[src/rtl/if_fetch.sv]
// Instruction fetch: one outstanding imem request, out slot plus one-entry skid, redirect drop.
// Optional misaligned-fetch trap when IF_ALIGN_CHECK_EN is defined.
module if_fetch #(
    parameter logic [31:0] RESET_PC = 32'h1C00_0000,
    parameter logic [31:0] NOP_INST = 32'h0340_0000
) (
    input  logic        clk,
    input  logic        rst,
    input  logic        stop,
    input  logic        redirect,
    input  logic [31:0] redirect_pc,
    output logic        imem_req,
    output logic [31:0] imem_addr,
    input  logic        imem_ready,
    input  logic        imem_rvalid,
    input  logic [31:0] imem_rdata,
    output logic [31:0] inst_out,
    output logic [31:0] pc_out,
    output logic [31:0] pc4_out,
    output logic        inst_valid,
    output logic        fetch_err
);

`ifdef IF_ALIGN_CHECK_EN
    typedef enum logic [1:0] {S_REQ, S_WAIT, S_DROP, S_ERR} state_t;
`else
    typedef enum logic [1:0] {S_REQ, S_WAIT, S_DROP} state_t;
`endif

    state_t      state;
    logic [31:0] pc;
    logic [31:0] pc_inflight;
    logic        skid_vld;
    logic [31:0] skid_inst;
    logic [31:0] skid_pc;
    logic [31:0] skid_pc4;
    logic        err_q;

    logic consumed;
    logic out_free;
    logic req_room;
    logic misaligned;
    logic outstanding;

    assign consumed = inst_valid && !stop && !redirect;
    assign out_free = !inst_valid || consumed;
    // Request gating looks only at stop and slot occupancy, never at the response.
    assign req_room = !skid_vld && (!inst_valid || !stop);

`ifdef IF_ALIGN_CHECK_EN
    assign misaligned = (pc[1:0] != 2'b00);
`else
    assign misaligned = 1'b0;
`endif

    assign imem_req    = (state == S_REQ) && req_room && !misaligned;
    assign imem_addr   = pc;
    assign outstanding = (((state == S_WAIT) || (state == S_DROP)) && !imem_rvalid)
                         || (imem_req && imem_ready);
    assign fetch_err   = err_q;

    always_ff @(posedge clk) begin
        if (!rst) begin
            state       <= S_REQ;
            pc          <= RESET_PC;
            pc_inflight <= '0;
            skid_vld    <= 1'b0;
            skid_inst   <= '0;
            skid_pc     <= '0;
            skid_pc4    <= '0;
            inst_out    <= NOP_INST;
            pc_out      <= '0;
            pc4_out     <= '0;
            inst_valid  <= 1'b0;
            err_q       <= 1'b0;
        end else if (redirect) begin
`ifdef IF_ALIGN_CHECK_EN
            pc <= redirect_pc;
`else
            pc <= redirect_pc & ~32'h3;
`endif
            inst_valid <= 1'b0;
            inst_out   <= NOP_INST;
            err_q      <= 1'b0;
            skid_vld   <= 1'b0;
            state      <= outstanding ? S_DROP : S_REQ;
        end else begin
            if (consumed) begin
                if (skid_vld) begin
                    inst_out <= skid_inst;
                    pc_out   <= skid_pc;
                    pc4_out  <= skid_pc4;
                    skid_vld <= 1'b0;
                end else begin
                    inst_valid <= 1'b0;
                    inst_out   <= NOP_INST;
                end
                err_q <= 1'b0;
            end

            case (state)
                S_REQ: begin
`ifdef IF_ALIGN_CHECK_EN
                    if (misaligned && out_free && !skid_vld) begin
                        inst_out   <= NOP_INST;
                        pc_out     <= pc;
                        pc4_out    <= pc + 32'd4;
                        inst_valid <= 1'b1;
                        err_q      <= 1'b1;
                        state      <= S_ERR;
                    end
`endif
                    if (imem_req && imem_ready) begin
                        pc_inflight <= pc;
                        pc          <= pc + 32'd4;
                        state       <= S_WAIT;
                    end
                end
                S_WAIT: begin
                    if (imem_rvalid) begin
                        // Skid is always empty here: a request is only issued with skid empty.
                        if (out_free) begin
                            inst_out   <= imem_rdata;
                            pc_out     <= pc_inflight;
                            pc4_out    <= pc_inflight + 32'd4;
                            inst_valid <= 1'b1;
                        end else begin
                            skid_inst <= imem_rdata;
                            skid_pc   <= pc_inflight;
                            skid_pc4  <= pc_inflight + 32'd4;
                            skid_vld  <= 1'b1;
                        end
                        state <= S_REQ;
                    end
                end
                S_DROP: begin
                    if (imem_rvalid) begin
                        state <= S_REQ;
                    end
                end
                default: begin
`ifdef IF_ALIGN_CHECK_EN
                    state <= S_ERR;
`else
                    state <= S_REQ;
`endif
                end
            endcase
        end
    end

endmodule

[config.mk]
export PLATFORM = sky130hd
export DESIGN_NAME = if_fetch
export DESIGN_NICKNAME = d
export VERILOG_FILES = /design/src/rtl/if_fetch.sv
export SDC_FILE = /design/constraint.sdc
export NUM_CORES = 1
export LEC_CHECK = 0
export BUFFER_PORTS_ARGS = -buffer_cell sky130_fd_sc_hd__buf_2
export CAP_MARGIN = 20
export CORE_MARGIN = 2
export CORE_UTILIZATION = 45
export CTS_CLUSTER_SIZE = 10
export DETAILED_ROUTE_END_ITERATION = 10
export PLACE_DENSITY = 0.67
export SETUP_SLACK_MARGIN = 0.2
export SLEW_MARGIN = 20
export SYNTH_ARGS = -nofsm -noshare
export SYNTH_HDL_FRONTEND = slang
export SYNTH_SLANG_ARGS = --single-unit
[constraint.sdc]
create_clock -name clk -period 2.8 [get_ports clk]
set_input_delay 0.28 -clock clk [delete_from_list [all_inputs] [get_ports clk]]
set_output_delay 0.28 -clock clk [all_outputs]
set_load 0.02 [all_outputs]
==> metrics.cfg <==
[global_route]
grt_pass1_wl_um=49400
grt_pass1_vias=9551
grt_overflow_total=0
antenna_found_initial=0
track_usage_pct=24.4
grt_max_degree=108

[sta]
maxSlewHeadroom_pct=51.6
setup_viol=0
finClkSkew_ns=0.0111
period_needed_ns=2.25
slew_viol_final=0
max_slew.worst_pin.slew_ns=0.719
fmax_ghz=0.444
period_share_pct=80.5
hold_violations=0
setup_tns_ns=0
rsz0062_at_grt=no

[floorplanning]
chipWidth_um=158
core_area_sq_um=23400
rows=56
chipHeight_um=158
io_pins=201
die_area_sq_um=24900
start_util_pct=45.6

[min_path]
min_path_cells=3
hold_path_class=in -> reg

[cts]
clk_pin_slew_ns=0.05
cts.sinks=252
postCtsSetupBuffers=0
clk_path_buf_depth=3
cts_tree=done
clkLatencyLatePin_ns=0.54
numCtsBuffers=29
cts-root-buf=clkbuf_16
htreeDepth=1

[cells_and_area]
diodes=0
nFillCells=2234
postLayoutCellArea_sq_um=13000
drive_gt1_share_pct=18.3
finalNonFillerCells=1835
areaGrowthSynthToFinish_pct=21.6
fin_nets=1587

[synthesis]
synth_xor_area_share_pct=3.37
syn_inst=1337
synthArstFlopShare_pct=0
synth.mux.area_fraction_pct=0.188
synthAdderAreaFrac_pct=0.469
synth_top_family_by_area=simple AND/OR/NAND/NOR gates
netlist_area_sq_um=10700
synth_simple_gate_area_share_pct=22.5
ys.flop_type=dfxtp_1
avgSynthCellArea_sq_um=7.98
yosysUniqueCellTypes=60
synth_edf_count=0
yosysWarnings=0
yosysSeqAreaShare_pct=47.3
synth-seq-cells=252
synth_compound_area_share_pct=21.3

[place]
placedCellCount=1768
dp_hpwl_um=20200
globalplace.congestion=0.823
io_buffers=195
post_dp_cell_area_sq_um=11900

[route]
wl_met1_um=13700
wl_um=31500
drt-initial-drc-count=887
route.detailed.drc=0
drtPass1Iterations=6
route.met3.wl_um=2030
drt-vias-per-instance=5.61
wl_per_cell_um=17.2
vias=10300
drt.antenna.violating_nets=0
met2_length_um=15000
top_layer=met4

[worst_setup_path]
worst_path_max_delay_cell=or3_1
setup.worst_path.end_class=flip-flop
cp.required_ns=3.19
crit_family=simple AND/OR/NAND/NOR gates
cp.depth=6
r2r_cells=6
cp_data_arrival_time_ns=2.65
crit_path_max_incr_delay_ns=0.58
path_buf_inv=0
critPathMaxFanout=10
timing.critical_path.cells=ha_1, nand3_2, or3_1, o31a_1, o21ai_0, a21oi_1
cp-start-kind=flip-flop
critPathKind=reg -> reg

[pwr]
power_density_nw_per_um2=581
leakagePower_nw=4.83
ir_worst_vdd_v=0.000445

[flow_run]
cap_viol_max_count=0

[outcome]
status=completed

per-layer routing:
layer  vias up  track usage, %
met5         -               0
met4         0            7.85
met3        61            3.97
met2       343            41.6
met1      4852            31.7
li1       5037               -
cell type report:
type	instances	area (sq um)	area share (%)
clock buffers	33	751	5.79
clock inverters	1	5.00	0.0386
inverters	14	55.1	0.424
multi-input cells	957	5130	39.5
flip-flops and latches	252	5040	38.9
well taps	319	399	3.08
repair buffers	259	1590	12.3
power breakdown:
group / switching, mW / internal, mW
clock: 1.36 / 1.85
sequential: 0.0997 / 3.66
combinational: 0.346 / 0.213
metrics by stage:
stage / power, mW / setup slack, ns / hold WS (ns) / utilization (%)
2_1_floorplan: 4.13 / 0.782 / 0.404 / -
3_3_place_gp: 4.35 / 0.611 / 0.440 / 50.8
3_5_place_dp: 4.35 / 0.589 / 0.442 / 50.8
4_1_cts: 7.58 / 0.570 / 0.000639 / 55.4
5_1_grt: 7.80 / 0.352 / 0.0157 / 55.4
6_report: 7.53 / 0.546 / 0.0121 / 55.4
flip-flops by register name, indices dropped and copies added (netlist names):
register and count:
skid_inst 32, pc_out 32, inst_out 32, skid_pc 30, pc_inflight 30, skid_vld 1
inst_valid 1, state 2, imem_addr 30, skid_pc4 30, pc4_out 32
synth_stat cells, types with 10 or more instances:
| cell type | n | area, sq um |
|---|---|---|
| nand3_1 | 51 | 255 |
| nor3_1 | 23 | 115 |
| nor4_1 | 15 | 93.8 |
| clkbuf_1 | 89 | 334 |
| and4_1 | 12 | 105 |
| o221ai_1 | 12 | 105 |
| a21oi_1 | 162 | 811 |
| nor2_1 | 95 | 357 |
| o22ai_1 | 32 | 200 |
| inv_1 | 13 | 48.8 |
| a22oi_1 | 14 | 105 |
| nand2_1 | 271 | 1020 |
| xor2_1 | 10 | 87.6 |
| buf_2 | 12 | 60.1 |
| xnor2_1 | 31 | 272 |
| nand4_1 | 12 | 75.1 |
| buf_1 | 11 | 41.3 |
| o21ai_0 | 90 | 450 |
| dfxtp_1 | 252 | 5040 |
| a311oi_1 | 30 | 263 |
path summary, 6_finish.rpt:
check | start | end | slack (ns)
setup / recovery | pc_inflight[2] | pc4_out[26] | 0.55
hold / removal | imem_rdata[19] | skid_inst[19] | 0.01
hold reg to reg | pc_out[2] | pc_out[2] | 0.44
setup reg to reg | pc_inflight[2] | pc4_out[26] | 0.55
logic make-up (layout without fill, tap and decap cells):
logic type	after synthesis	after routing
buf+inv	130	307
compound gates	382	382
mux	2	2
flops	252	252
xor+xnor	41	41
other cells	1	3
simple gates	525	525
fa+ha+maj	4	4
worst reg2reg max path, cell delays in order (launching register included):
cell	delay, ns
dfxtp_1	0.46
ha_1	0.25
nand3_2	0.19
or3_1	0.58
o31a_1	0.35
o21ai_0	0.20
a21oi_1	0.10
cell usage in the layout, fill, tap and decap left out, drive strengths merged, types with 20 or more instances in the layout:
cell and count:
nor4 20, o22ai 32, a311oi 30, dlygate4sd3 33
nand3 52, nor2 95, clkbuf 33, o21ai 91
a21oi 162, xnor2 31, dfxtp 252, nor3 25
nand2 271, buf 226
repair_timing:
| item | 4_1_cts | 5_1_grt |
|---|---|---|
| hold buffers | 33 | 0 |
| endpoints found under the hold margin | 36 | 0 |
| resized for setup | 0 | 0 |
No activity file was read; power rests on OpenSTA's default activity.
